$ cat config.mk
export PLATFORM = sky130hd
export DESIGN_NAME = bus_debug_master
export DESIGN_NICKNAME = d
export VERILOG_FILES = /design/src/rtl/bus_debug_pkg.sv /design/src/rtl/bus_debug_master.sv
export SDC_FILE = /design/constraint.sdc
export NUM_CORES = 1
export LEC_CHECK = 0
export ABC_AREA = 1
export BUFFER_PORTS_ARGS = -buffer_cell sky130_fd_sc_hd__buf_2
export CAP_MARGIN = 15
export CORE_ASPECT_RATIO = 2
export CORE_UTILIZATION = 38
export CTS_CLUSTER_SIZE = 14
export DETAILED_ROUTE_END_ITERATION = 8
export SLEW_MARGIN = 20
export SYNTH_ARGS = -nofsm -noshare
export SYNTH_HDL_FRONTEND = slang
export SYNTH_SLANG_ARGS = --single-unit
$ cat constraint.sdc
create_clock -name clk -period 2.6 [get_ports clk]
set_clock_uncertainty 0.15 [all_clocks]
set_input_delay 0.13 -clock clk [delete_from_list [all_inputs] [get_ports clk]]
set_output_delay 0.13 -clock clk [all_outputs]
set_load 0.02 [all_outputs]
$ cat src/rtl/bus_debug_pkg.sv
// Shared definitions for the byte-stream bus debug initiator: FSM states,
// status codes returned to the host, and the layout of the opcode byte.
package bus_debug_pkg;

    typedef enum logic [2:0] {
        IDLE,
        ADDR,
        WDATA,
        REQ,
        RESP,
        STATUS,
        RDATA
    } state_t;

    localparam logic [7:0] ST_OK      = 8'h00;
    localparam logic [7:0] ST_BUSERR  = 8'h01;
    localparam logic [7:0] ST_TIMEOUT = 8'h02;
    localparam logic [7:0] ST_BADOP   = 8'hE1;

    localparam int OP_WE_BIT  = 7;
    localparam int OP_RSV_MSB = 6;
    localparam int OP_RSV_LSB = 4;
    localparam int OP_BE_MSB  = 3;
    localparam int OP_BE_LSB  = 0;

    // An opcode is usable only with the reserved field clear and at least one byte lane enabled.
    function automatic logic op_is_legal(input logic [7:0] op);
        return (op[OP_RSV_MSB:OP_RSV_LSB] == 3'b000) && (op[OP_BE_MSB:OP_BE_LSB] != 4'b0000);
    endfunction

endpackage

$ cat src/rtl/bus_debug_master.sv
// Host-driven data-bus initiator: parses opcode/address/write-data bytes,
// issues one req/gnt/rvalid transaction, and streams back a status byte
// followed by the read word (LSB first) on a successful read.
module bus_debug_master
    import bus_debug_pkg::*;
#(
    parameter int TIMEOUT_CYCLES = 1024
) (
    input  logic        clk,
    input  logic        rst,
    input  logic        cmd_valid,
    output logic        cmd_ready,
    input  logic [7:0]  cmd_data,
    output logic        rsp_valid,
    input  logic        rsp_ready,
    output logic [7:0]  rsp_data,
    output logic        data_req_o,
    input  logic        data_gnt_i,
    input  logic        data_rvalid_i,
    output logic        data_we_o,
    output logic [3:0]  data_be_o,
    output logic [31:0] data_addr_o,
    output logic [31:0] data_wdata_o,
    input  logic [31:0] data_rdata_i,
    input  logic        data_err_i
);

    localparam int TMO_RAW = $clog2(TIMEOUT_CYCLES + 1);
    localparam int TMO_W   = (TMO_RAW < 1) ? 1 : TMO_RAW;
    // Abort fires at the end of the TIMEOUT_CYCLES-th cycle spent waiting.
    localparam logic [TMO_W-1:0] TMO_LAST = TMO_W'((TIMEOUT_CYCLES == 0) ? 0 : TIMEOUT_CYCLES - 1);

    state_t             state;
    state_t             state_next;
    logic [1:0]         byte_cnt;
    logic [TMO_W-1:0]   tmo_cnt;
    logic               wr_en;
    logic [3:0]         byte_en;
    logic [31:0]        addr;
    logic [31:0]        wdata;
    logic [31:0]        rdata;
    logic [7:0]         status_d;
    logic [1:0]         rd_idx;
    logic [7:0]         rdata_byte;
    logic               cmd_hs;
    logic               rsp_hs;
    logic               op_legal;
    logic               tmo_hit;

    assign cmd_ready = (state == IDLE) || (state == ADDR) || (state == WDATA);
    assign cmd_hs    = cmd_valid && cmd_ready;
    assign rsp_hs    = rsp_valid && rsp_ready;
    assign op_legal  = op_is_legal(cmd_data);
    assign tmo_hit   = (TIMEOUT_CYCLES != 0) && (tmo_cnt == TMO_LAST);

    assign data_req_o   = (state == REQ);
    assign data_we_o    = wr_en;
    assign data_be_o    = byte_en;
    assign data_addr_o  = addr;
    assign data_wdata_o = wdata;

    // Byte 0 goes out on entry to RDATA; later bytes follow each handshake.
    assign rd_idx     = (state == RDATA) ? byte_cnt + 2'd1 : 2'd0;
    assign rdata_byte = rdata[{rd_idx, 3'b000} +: 8];

    // State register.
    always_ff @(posedge clk) begin
        if (rst) begin
            state <= IDLE;
        end else begin
            state <= state_next;
        end
    end

    // Next-state selection and the status code to report on entry to STATUS.
    always_comb begin
        state_next = state;
        status_d   = ST_OK;
        unique case (state)
            IDLE: begin
                if (cmd_hs) begin
                    if (op_legal) begin
                        state_next = ADDR;
                    end else begin
                        state_next = STATUS;
                        status_d   = ST_BADOP;
                    end
                end
            end
            ADDR: begin
                if (cmd_hs && byte_cnt == 2'd3) begin
                    state_next = wr_en ? WDATA : REQ;
                end
            end
            WDATA: begin
                if (cmd_hs && byte_cnt == 2'd3) begin
                    state_next = REQ;
                end
            end
            REQ: begin
                if (data_gnt_i) begin
                    state_next = RESP;
                end else if (tmo_hit) begin
                    state_next = STATUS;
                    status_d   = ST_TIMEOUT;
                end
            end
            RESP: begin
                if (data_rvalid_i) begin
                    state_next = STATUS;
                    status_d   = data_err_i ? ST_BUSERR : ST_OK;
                end else if (tmo_hit) begin
                    state_next = STATUS;
                    status_d   = ST_TIMEOUT;
                end
            end
            STATUS: begin
                if (rsp_hs) begin
                    state_next = (!wr_en && rsp_data == ST_OK) ? RDATA : IDLE;
                end
            end
            RDATA: begin
                if (rsp_hs && byte_cnt == 2'd3) begin
                    state_next = IDLE;
                end
            end
            default: state_next = IDLE;
        endcase
    end

    // Per-state byte counter and wait-cycle counter, both restarted on every state change.
    always_ff @(posedge clk) begin
        if (rst) begin
            byte_cnt <= 2'd0;
            tmo_cnt  <= '0;
        end else if (state_next != state) begin
            byte_cnt <= 2'd0;
            tmo_cnt  <= '0;
        end else begin
            if (cmd_hs || (state == RDATA && rsp_hs)) begin
                byte_cnt <= byte_cnt + 2'd1;
            end
            if (state == REQ || state == RESP) begin
                tmo_cnt <= tmo_cnt + TMO_W'(1);
            end
        end
    end

    // Capture frame fields from the command stream and read data from the bus.
    always_ff @(posedge clk) begin
        if (rst) begin
            wr_en   <= 1'b0;
            byte_en <= 4'b0000;
            addr    <= 32'h0;
            wdata   <= 32'h0;
            rdata   <= 32'h0;
        end else begin
            if (state == IDLE && cmd_hs && op_legal) begin
                wr_en   <= cmd_data[OP_WE_BIT];
                byte_en <= cmd_data[OP_BE_MSB:OP_BE_LSB];
            end
            if (state == ADDR && cmd_hs) begin
                // Word addressing: the two lowest address bits are never stored.
                addr[{byte_cnt, 3'b000} +: 8] <= (byte_cnt == 2'd0) ? (cmd_data & 8'hFC) : cmd_data;
            end
            if (state == WDATA && cmd_hs) begin
                wdata[{byte_cnt, 3'b000} +: 8] <= cmd_data;
            end
            if (state == RESP && data_rvalid_i && !data_err_i && !wr_en) begin
                rdata <= data_rdata_i;
            end
        end
    end

    // Registered response byte: loaded on entry to STATUS/RDATA and after each RDATA handshake.
    always_ff @(posedge clk) begin
        if (rst) begin
            rsp_valid <= 1'b0;
            rsp_data  <= 8'h00;
        end else begin
            rsp_valid <= (state_next == STATUS) || (state_next == RDATA);
            if (state_next == STATUS && state != STATUS) begin
                rsp_data <= status_d;
            end else if (state_next == RDATA && (state != RDATA || rsp_hs)) begin
                rsp_data <= rdata_byte;
            end
        end
    end

endmodule

==> results of run 1 <==
through the flow:
step	worst slack [ps]	total power, mW	util
after floorplan	397	2.81	-
after global placement	321	3.11	0.449
after detailed placement	302	3.10	0.449
after CTS	291	5.41	0.518
after global routing	64.5	5.62	0.518
final	290	5.38	0.518
placed cells by master (no fill, tap or decap), drive strengths merged, types with 5 or more instances in the layout:
cell type	netlist	final
nand2	140	140
o21ai	64	64
nor2	144	144
dlygate4sd3	0	39
nand3	59	59
inv	64	66
buf	8	139
nand4	7	7
clkbuf	27	19
o22ai	5	5
dfxtp	126	126
a21oi	88	88
ha	6	6
clkinv	0	6
nor3	20	20
layer usage:
metal / global-route usage / vias up
li1: - / 2868
met1: 0.222 / 2522
met2: 0.437 / 169
met3: 0.0468 / 52
met4: 0.154 / 0
met5: 0 / -
registers in the layout, summed over array words and instances, names as in the netlist:
| name | count |
|---|---|
| byte_cnt | 2 |
| data_addr_o | 32 |
| data_be_o | 4 |
| data_wdata_o | 32 |
| data_we_o | 1 |
| rdata | 32 |
| rsp_data | 8 |
| rsp_valid | 1 |
| state | 3 |
| tmo_cnt | 11 |
worst min-delay path by stage:
stage	start	to	slack, ps	cells past startpoint
6_report	rst	rsp_data[7]	40	4
5_1_grt	rst	rsp_data[0]	80	4
4_1_cts	rst	rsp_data[0]	30	4
3_5_place_dp	data_rdata_i[22]	rdata[22]	210	3
3_3_place_gp	data_rdata_i[6]	rdata[6]	200	3
2_1_floorplan	data_rdata_i[10]	rdata[10]	110	2
critical path: stages, from the launching register on:
cell     delay, ps
dfxtp_1        540
inv_1          190
nand3_1        150
nor2_1          70
nand2_1         70
nand3_1        120
nor2_2         220
xor2_1         190
nand3_2        320
a21oi_1        230
logic make-up (layout without fill, tap and decap cells):
group,Yosys count,count (layout),synth area share
AND/OR/NAND/NOR,375,375,0.290
AO/OA/AOI/OAI,163,163,0.154
flip-flops,126,126,0.459
buffers and inverters,99,274,0.0706
XOR/XNOR,8,8,0.0128
adder cells (fa/ha/maj),6,6,0.0137
power by group through the flow:
stage / sequential (mW) / combinational (mW) / clock, mW
final: 2.13 / 0.992 / 2.26
after global routing: 2.13 / 1.10 / 2.39
after CTS: 2.12 / 0.989 / 2.30
after detailed placement: 2.16 / 0.941 / 0
after global placement: 2.16 / 0.943 / 0
after floorplan: 2.17 / 0.637 / 0
cell type report:
| cell class | count | area, um^2 | area share |
|---|---|---|---|
| well taps | 189 | 236 | 0.0325 |
| repair buffers | 178 | 1120 | 0.154 |
| clock inverters | 13 | 115 | 0.0158 |
| inverters | 64 | 240 | 0.0330 |
| clock buffers | 19 | 453 | 0.0623 |
| flip-flops and latches | 126 | 2520 | 0.347 |
| multi-input cells | 552 | 2580 | 0.355 |
==> impl_results.md, run 1 <==
* Status: finished clean
* H-Tree Depth at 4
* Met2 wire length at 9120 um
* Vias per std cell at 4.92
* 1st-iter DRT viols at 260
* Metal1 wirelength at 6090 um
* Startpoint types: register
* ANT nets after route at 0
* First-pass GRT wire length at 26,000 um
* Sequential share of power at 0.395
* Final setup viols at 0
* Crit. Startpoint: state[2]
* Post-CTS Setup Inserts at 0
* Fin cells at 1,141
* Placed Area at 6310 um^2
* TritonCTS clock tree: yes
* Overall routed net length at 16,800 um
* Synth Instances at 777
* Syn_area_per_cell at 7.07 um^2
* Layout cells sized above 1 at 0.200
* Synth top area share at 0.459
* Post-synth EDFFs at 0
* Avg WL per Cell at 14.7 um
* Vias after detailed routing at 5,611
* Reg2reg start: state[2]
* Total track usage at 0.233
* Logic gate share of total power at 0.184
* Slew @ Worst Pin at 666 ps
* CP required at 2790 ps
* CTS clk-pin slew, worst paths at 60 ps
* R2r setup slk at 290 ps
* Row cnt at 61
* Antenna violations before repair at 0
* Internal Power at 3.71 mW
* Post-synth ARST share at 0
* Core Box Area at 14,000 um^2
* CP Class: reg2reg
* Reg2reg path depth at 9
* Root Driver: clkbuf_16
* Die area at 15,000 um^2
* Reg2reg end: tmo_cnt[10]
* Longest Clk Path Bufs at 2
* Final worst-path cycle share at 0.888
* Yosys reg bits at 126
* Post-synth top area cell: dfxtp_1
* Nature of the critical path endpoint: register
* Final Max Tran Viols at 0
* Initial DRT Pass Iterations at 4
* Clock power frac at 0.420
* Die height at 172 um
* Psw at 1.67 mW
* Worst EP arrival at 2500 ps
* Count leader, synth: nand2_1
* Pwr/cell area at 740 nW/um^2
* Clock sink total at 126
* Inst Count DP at 1,070
* Netlist Area Pre-Place at 5490 um^2
* Fin area at 7270 um^2
* Synth warn at 0
* Worst-path fanout max at 13
* Layout area overhead at 32.3%
* Buffers on Ports at 126
* Max-capacitance violation count at 0
* Initial Util at 0.391
* Number of hold buffers added after cts at 39
* Final nets at 992
* Grt ovf at 0
* Count of different cell masters after synthesis at 31
* CTS Buf Count at 17
* Routability Congestion at 0.874
* Synth top area cells: dfxtp_1, nand2_1, nor2_1
* Fillers at 1,474
* Worst hold path type: in2reg
* Synth top cells by count: nand2_1, nor2_1, dfxtp_1
* CP Capture Point: tmo_cnt[10]
* DP Wirelength at 12,500 um
* Worst-skew pair later-pin latency at 420 ps
* Final worst path period need at 2310 ps
* Top_reg_cell synth: dfxtp_1
* Peak VDD IR at 0.491 mV
* Final TNS setup at 0 ps
* Hold slack at 38.7 ps
* Sequential share of the synthesized area at 0.459
* Top Layer Used: met4
* DR DRC count at 0
* PostCTS Resize Cnt at 0
* Boundary pin count at 127
* Die width at 87.0 um
* Net count after synthesis at 830
* Slew HR at 0.556
* Switching Fraction at 0.311
* Final Hold Fails at 0
* Pin count of the biggest net entering global routing at 62
* Vias in the first global route at 5,334
* Antenna Cells at 0
* Lkg Pwr at 3.18 nW
* WL met3 at 726 um
* Peak Freq at 433 MHz
* RSZ-0062 raised after global routing: false
(Power assumes the default switching activity.)
==> run 2: changes to the inputs <==
--- a/config.mk
+++ b/config.mk
@@ -12,6 +12,8 @@
 export CORE_UTILIZATION = 38
 export CTS_CLUSTER_SIZE = 14
 export DETAILED_ROUTE_END_ITERATION = 8
+export HOLD_SLACK_MARGIN = 0.15
+export PLACE_DENSITY = 0.61
 export SLEW_MARGIN = 20
 export SYNTH_ARGS = -nofsm -noshare
 export SYNTH_HDL_FRONTEND = slang
==> impl_results.md, run 2 (same netlist as run 1, synthesis figures left out) <==
* TritonCTS clock tree: yes (unchanged)
* Boundary pin count at 127 (unchanged)
* Overall routed net length at 16,700 um (was 16,800 um)
* Row cnt at 61 (unchanged)
* Core Box Area at 14,000 um^2 (unchanged)
* Max-capacitance violation count at 0 (unchanged)
* Nature of the critical path endpoint: register (unchanged)
* Slew HR at 0.572 (was 0.556)
* CP required at 2750 ps (was 2790 ps)
* Final worst-path cycle share at 0.936 (was 0.888)
* Worst hold path type: in2reg (unchanged)
* Post-CTS Setup Inserts at 0 (unchanged)
* Crit-path leading delay family: buffers and inverters (was simple AND/OR/NAND/NOR gates)
* Worst-path fanout max at 42 (was 13)
* Die width at 87.0 um (unchanged)
* Die area at 15,000 um^2 (unchanged)
* Post-Place Setup Slack at 318 ps (was 302 ps)
* Final setup viols at 0 (unchanged)
* CTS Buf Count at 17 (unchanged)
* Longest Clk Path Bufs at 2 (unchanged)
* Final worst-path setup slack at 165 ps (was 290 ps)
* Vias per std cell at 4.96 (was 4.92)
* Buf/Inv on CP at 5 (was 1)
* Slew @ Worst Pin at 642 ps (was 666 ps)
* CTS clk-pin slew, worst paths at 60 ps (about the same)
* DR DRC count at 0 (unchanged)
* Fin area at 7470 um^2 (was 7270 um^2)
* Layout cells sized above 1 at 0.199 (was 0.200)
* Hold slack at 217 ps (was 38.7 ps)
* RSZ-0062 raised after global routing: false (unchanged)
* Routability Congestion at 0.978 (was 0.874)
* DP Wirelength at 12,300 um (was 12,500 um)
* Critical Path, Cell by Cell: inv_2 -> nand3_1 -> inv_1 -> nand2_1 -> nor3_2 -> inv_1 -> buf_6 -> o21ai_0 -> dlygate4sd3_1 -> a21oi_1 (was inv_1 -> nand3_1 -> nor2_1 -> nand2_1 -> nand3_1 -> nor2_2 -> xor2_1 -> nand3_2 -> a21oi_1)
* Final Hold Fails at 0 (unchanged)
* Clock sink total at 126 (unchanged)
* Antenna Cells at 0 (unchanged)
* Initial DRT Pass Iterations at 7 (was 4)
* Vias after detailed routing at 5,717 (was 5,611)
* Final nets at 1,004 (was 992)
* Final worst path period need at 2430 ps (was 2310 ps)
* Lkg Pwr at 3.28 nW (was 3.18 nW)
* Most used cell along the critical path: inv_1 (was nand3_1)
* Buffers on Ports at 126 (unchanged)
* Grt ovf at 0 (unchanged)
* Peak VDD IR at 0.483 mV (was 0.491 mV)
* Multi-input combinational cell area at 2580 um^2 (unchanged)
* Peak Freq at 411 MHz (was 433 MHz)
* Status: finished clean (unchanged)
* H-Tree Depth at 4 (unchanged)
* Antenna violations before repair at 0 (unchanged)
* First-pass GRT wire length at 26,200 um (was 26,000 um)
* Worst EP arrival at 2580 ps (was 2500 ps)
* CP Class: reg2reg (unchanged)
* Pin count of the biggest net entering global routing at 62 (unchanged)
* Final Max Tran Viols at 0 (unchanged)
* Placed Area at 6320 um^2 (was 6310 um^2)
* Final TNS setup at 0 ps (unchanged)
* Root Driver: clkbuf_16 (unchanged)
* Total track usage at 0.230 (was 0.233)
* Die height at 172 um (unchanged)
* ANT nets after route at 0 (unchanged)
* Layout area overhead at 36.0% (was 32.3%)
* Pwr/cell area at 767 nW/um^2 (was 740 nW/um^2)
* CP max stage delay at 580 ps (was 540 ps)
* Most frequent cells in the layout: nand2_1, nor2_1, buf_2 (was nand2_1, nor2_1, dfxtp_1, buf_2, a21oi_1)
* 1st-iter DRT viols at 234 (was 260)
* Core Util, Final at 0.532 (was 0.518)
* Vias in the first global route at 5,466 (was 5,334)
* Initial Util at 0.391 (unchanged)
* Worst-skew pair later-pin latency at 410 ps (was 420 ps)
* Fillers at 1,433 (was 1,474)
* Worst path slowest cell: dlygate4sd3_1 (was dfxtp_1)
* Commonest non-fill, non-tap cell in the layout: nand2_1 (unchanged)
* Avg WL per Cell at 14.5 um (was 14.7 um)
* Startpoint types: register (unchanged)
* Reg area at 2520 um^2 (about the same)
## run 2: cell types whose count changed in the layout (fill, tap and decap cells not counted), sizes merged
| cell | change |
|---|---|
| buf | +1 |
| clkbuf | +1 |
| dlygate4sd3 | +11 |
| bufinv | +3 |
| clkinvlp | -4 |
## run 2: through the flow
step,std cells,power (mW)
2_1_floorplan,777,2.81
3_3_place_gp,1071,3.11
3_5_place_dp,1071,3.11
4_1_cts,1153,5.75
5_1_grt,1153,5.98
6_report,1153,5.73
## run 2: routing by layer
layer  routed length [um]  track usage  up-vias
met5                    0            0        -
met4                  538        0.112        0
met3                  712       0.0549       34
met2                 9140        0.434      165
met1                 6340        0.229     2628
li1                     -            -     2890
## run 2: final timing paths
path / from / end / slack (ps) / cells after the start
worst max-delay path: state[0] / rdata[2] / 170 / 10
worst max register to register: state[0] / rdata[2] / 170 / 10
worst min-delay path: cmd_valid / byte_cnt[0] / 220 / 5
worst min register to register: rdata[18] / rdata[18] / 290 / 2
## run 2: worst register-to-register path, stage by stage, from the launching register on
cell and delay [ps]:
dfxtp_1 370, inv_2 130, nand3_1 160, inv_1 180, nand2_1 80, nor3_2 180, inv_1 80, buf_6 190
o21ai_0 180, dlygate4sd3_1 580, a21oi_1 40
## run 2: cell type report
cell class	count	share of cell area
Inverter	64	0.0321
Multi-Input combinational cell	552	0.346
Clock buffer	20	0.0624
Tap cell	189	0.0316
Sequential cell	126	0.338
Clock inverter	12	0.0244
Timing Repair Buffer	190	0.166
## run 2: what timing repair did
action,in CTS,in global routing
endpoints found under the setup margin,0,4
hold buffers,50,0
resized for setup,0,3
endpoints found under the hold margin,94,0
## run 2: report_power, final
| group | internal (mW) | total, mW | switching, mW |
|---|---|---|---|
| logic | 0.335 | 1.02 | 0.688 |
| registers | 2.03 | 2.12 | 0.0895 |
| clock network | 1.69 | 2.59 | 0.898 |
| total | 4.06 | 5.73 | 1.68 |
==> run 3: changes to the inputs <==
--- a/config.mk
+++ b/config.mk
@@ -10,10 +10,13 @@
 export CAP_MARGIN = 15
 export CORE_ASPECT_RATIO = 2
 export CORE_UTILIZATION = 38
+export CTS_BUF_LIST = sky130_fd_sc_hd__clkbuf_16
 export CTS_CLUSTER_SIZE = 14
 export DETAILED_ROUTE_END_ITERATION = 8
 export HOLD_SLACK_MARGIN = 0.15
+export MAX_ROUTING_LAYER = met4
 export PLACE_DENSITY = 0.61
+export RECOVER_POWER = 50
 export SLEW_MARGIN = 20
 export SYNTH_ARGS = -nofsm -noshare
 export SYNTH_HDL_FRONTEND = slang
==> impl_results.md, run 3 (same netlist as run 1, synthesis figures left out) <==
* Worst path slowest cell: dlygate4sd3_1 (unchanged)
* Longest Clk Path Bufs at 2 (unchanged)
* Antenna violations before repair at 0 (unchanged)
* Worst-path fanout max at 42 (unchanged)
* Final TNS setup at 0 ps (unchanged)
* Die area at 15,000 um^2 (unchanged)
* Initial DRT Pass Iterations at 5 (was 7)
* H-Tree Depth at 4 (unchanged)
* Vias per std cell at 4.92 (was 4.96)
* CP Class: reg2reg (unchanged)
* Critical Path, Cell by Cell: inv_2 -> nand3_1 -> inv_2 -> nand2_1 -> nor3_2 -> inv_1 -> buf_6 -> o21ai_0 -> dlygate4sd3_1 -> a21oi_1 (was inv_2 -> nand3_1 -> inv_1 -> nand2_1 -> nor3_2 -> inv_1 -> buf_6 -> o21ai_0 -> dlygate4sd3_1 -> a21oi_1)
* Status: finished clean (unchanged)
* Pin count of the biggest net entering global routing at 62 (unchanged)
* Layout area overhead at 33.6% (was 36.0%)
* 1st-iter DRT viols at 212 (was 234)
* Max-capacitance violation count at 0 (unchanged)
* DP Wirelength at 12,300 um (unchanged)
* Layout cells sized above 1 at 0.113 (was 0.199)
* Boundary pin count at 127 (unchanged)
* Met2 wire length at 9200 um (was 9140 um)
* CTS Buf Count at 17 (unchanged)
* Final setup viols at 0 (unchanged)
* Nature of the critical path endpoint: register (unchanged)
* Lkg Pwr at 2.92 nW (was 3.28 nW)
* Switching Fraction at 0.297 (was 0.292)
* Sequential share of power at 0.377 (was 0.370)
* CP max stage delay at 570 ps (was 580 ps)
* Reg2reg end: rdata[2] (unchanged)
* Final Hold Fails at 0 (unchanged)
* Worst EP arrival at 2540 ps (was 2580 ps)
* Worst-skew pair later-pin latency at 410 ps (about the same)
* Buffers on Ports at 126 (unchanged)
* Multi-input combinational cell area at 2580 um^2 (about the same)
* RSZ-0062 raised after global routing: false (unchanged)
* Routability Congestion at 0.996 (was 0.978)
* Fillers at 1,476 (was 1,433)
* Avg WL per Cell at 14.6 um (was 14.5 um)
* Clock power frac at 0.443 (was 0.452)
* Peak VDD IR at 0.479 mV (was 0.483 mV)
* Fin area at 7340 um^2 (was 7470 um^2)
* Internal Power at 3.95 mW (was 4.06 mW)
* Grt ovf at 0 (unchanged)
* CP required at 2740 ps (was 2750 ps)
* Most used cell along the critical path: inv_2 (was inv_1)
* Total track usage at 0.236 (was 0.230)
* Reg2reg path depth at 10 (unchanged)
* Initial Util at 0.391 (unchanged)
* Final worst path period need at 2390 ps (was 2430 ps)
* Worst hold path type: in2reg (unchanged)
* Most frequent cells in the layout: nand2_1, nor2_1, dfxtp_1 (was nand2_1, nor2_1, buf_2)
* Metal1 wirelength at 6380 um (was 6340 um)
* Top Layer Used: met4 (unchanged)
* Vias in the first global route at 5,478 (was 5,466)
* Final worst-path cycle share at 0.921 (was 0.936)
* Die height at 172 um (unchanged)
* Slew @ Worst Pin at 744 ps (was 642 ps)
* DR DRC count at 0 (unchanged)
* TritonCTS clock tree: yes (unchanged)
* First-pass GRT wire length at 26,200 um (unchanged)
* ANT nets after route at 0 (unchanged)
* Pwr/cell area at 766 nW/um^2 (was 767 nW/um^2)
* Reg area at 2520 um^2 (unchanged)
* Reg2reg start: state[0] (unchanged)
* Psw at 1.67 mW (was 1.68 mW)
* Root Driver: clkbuf_16 (unchanged)
* Row cnt at 61 (unchanged)
* WL met3 at 666 um (was 712 um)
* Vias after detailed routing at 5,676 (was 5,717)
* CTS clk-pin slew, worst paths at 60 ps (about the same)
* Slew HR at 0.504 (was 0.572)
* Final Max Tran Viols at 0 (unchanged)
* Core Box Area at 14,000 um^2 (unchanged)
* Logic gate share of total power at 0.180 (was 0.178)
* Antenna Cells at 0 (unchanged)
* Buf/Inv on CP at 5 (unchanged)
* Overall routed net length at 16,800 um (was 16,700 um)
* Core Util, Final at 0.523 (was 0.532)
* Placed Area at 6320 um^2 (unchanged)
* Final nets at 1,004 (unchanged)
* Hold Path Stages at 5 (unchanged)
* Peak Freq at 418 MHz (was 411 MHz)
* Hold path start: cmd_valid (unchanged)
* R2r setup slk at 210 ps (was 170 ps)
* Crit-path leading delay family: buffers and inverters (unchanged)
* Die width at 87.0 um (unchanged)
* Hold Path Sink: byte_cnt[0] (unchanged)
* Clock sink total at 126 (unchanged)
* Startpoint types: register (unchanged)
## run 3: stage by stage
step	power [mW]	worst slack [ps]	hold WS [ps]	std cells
2_1_floorplan	2.81	397	115	777
3_3_place_gp	3.11	364	203	1071
3_5_place_dp	3.11	318	208	1071
4_1_cts	5.66	65.7	205	1153
5_1_grt	5.87	29.6	258	1153
6_report	5.62	206	213	1153
## run 3: worst max path at each step
stage | startpoint | to | slack [ps] | cells after the start
finish | state[0] | rdata[2] | 210 | 10
global route | cmd_data[5] | data_be_o[0] | 30 | 11
CTS | state[2] | rdata[4] | 70 | 9
detailed placement | tmo_cnt[0] | tmo_cnt[2] | 320 | 10
global placement | tmo_cnt[0] | tmo_cnt[1] | 360 | 10
floorplan | byte_cnt[0] | rsp_data[6] | 400 | 12
## run 3: tightest hold or removal path, cell delays in order
cell,delay [ps]
buf_2,130
nand3_1,120
o21ai_0,170
xor2_1,90
nor2_1,90
## run 3: power groups by stage
stage / clock (mW) / sequential (mW) / combinational [mW]
after floorplan: 0 / 2.17 / 0.637
after global placement: 0 / 2.16 / 0.951
after detailed placement: 0 / 2.16 / 0.952
after CTS: 2.53 / 2.12 / 1.02
after global routing: 2.61 / 2.13 / 1.13
final: 2.49 / 2.12 / 1.01
## run 3: cell type report
cell class,count,area share
clock inverters,15,0.0264
repair buffers,190,0.155
inverters,64,0.0327
well taps,189,0.0322
flip-flops and latches,126,0.344
clock buffers,17,0.0580
multi-input cells,552,0.352
## run 3: layer usage
layer,GRT usage,vias to the layer above
li1,-,2887
met1,0.231,2600
met2,0.434,156
met3,0.0511,33
met4,0.113,0
met5,-,-
## run 3: what timing repair did
item                                    CTS  global route
resized for setup                         0             4
setup buffers                             0             0
hold buffers                             50             0
endpoints found under the setup margin    0             4
endpoints found under the hold margin    94             0
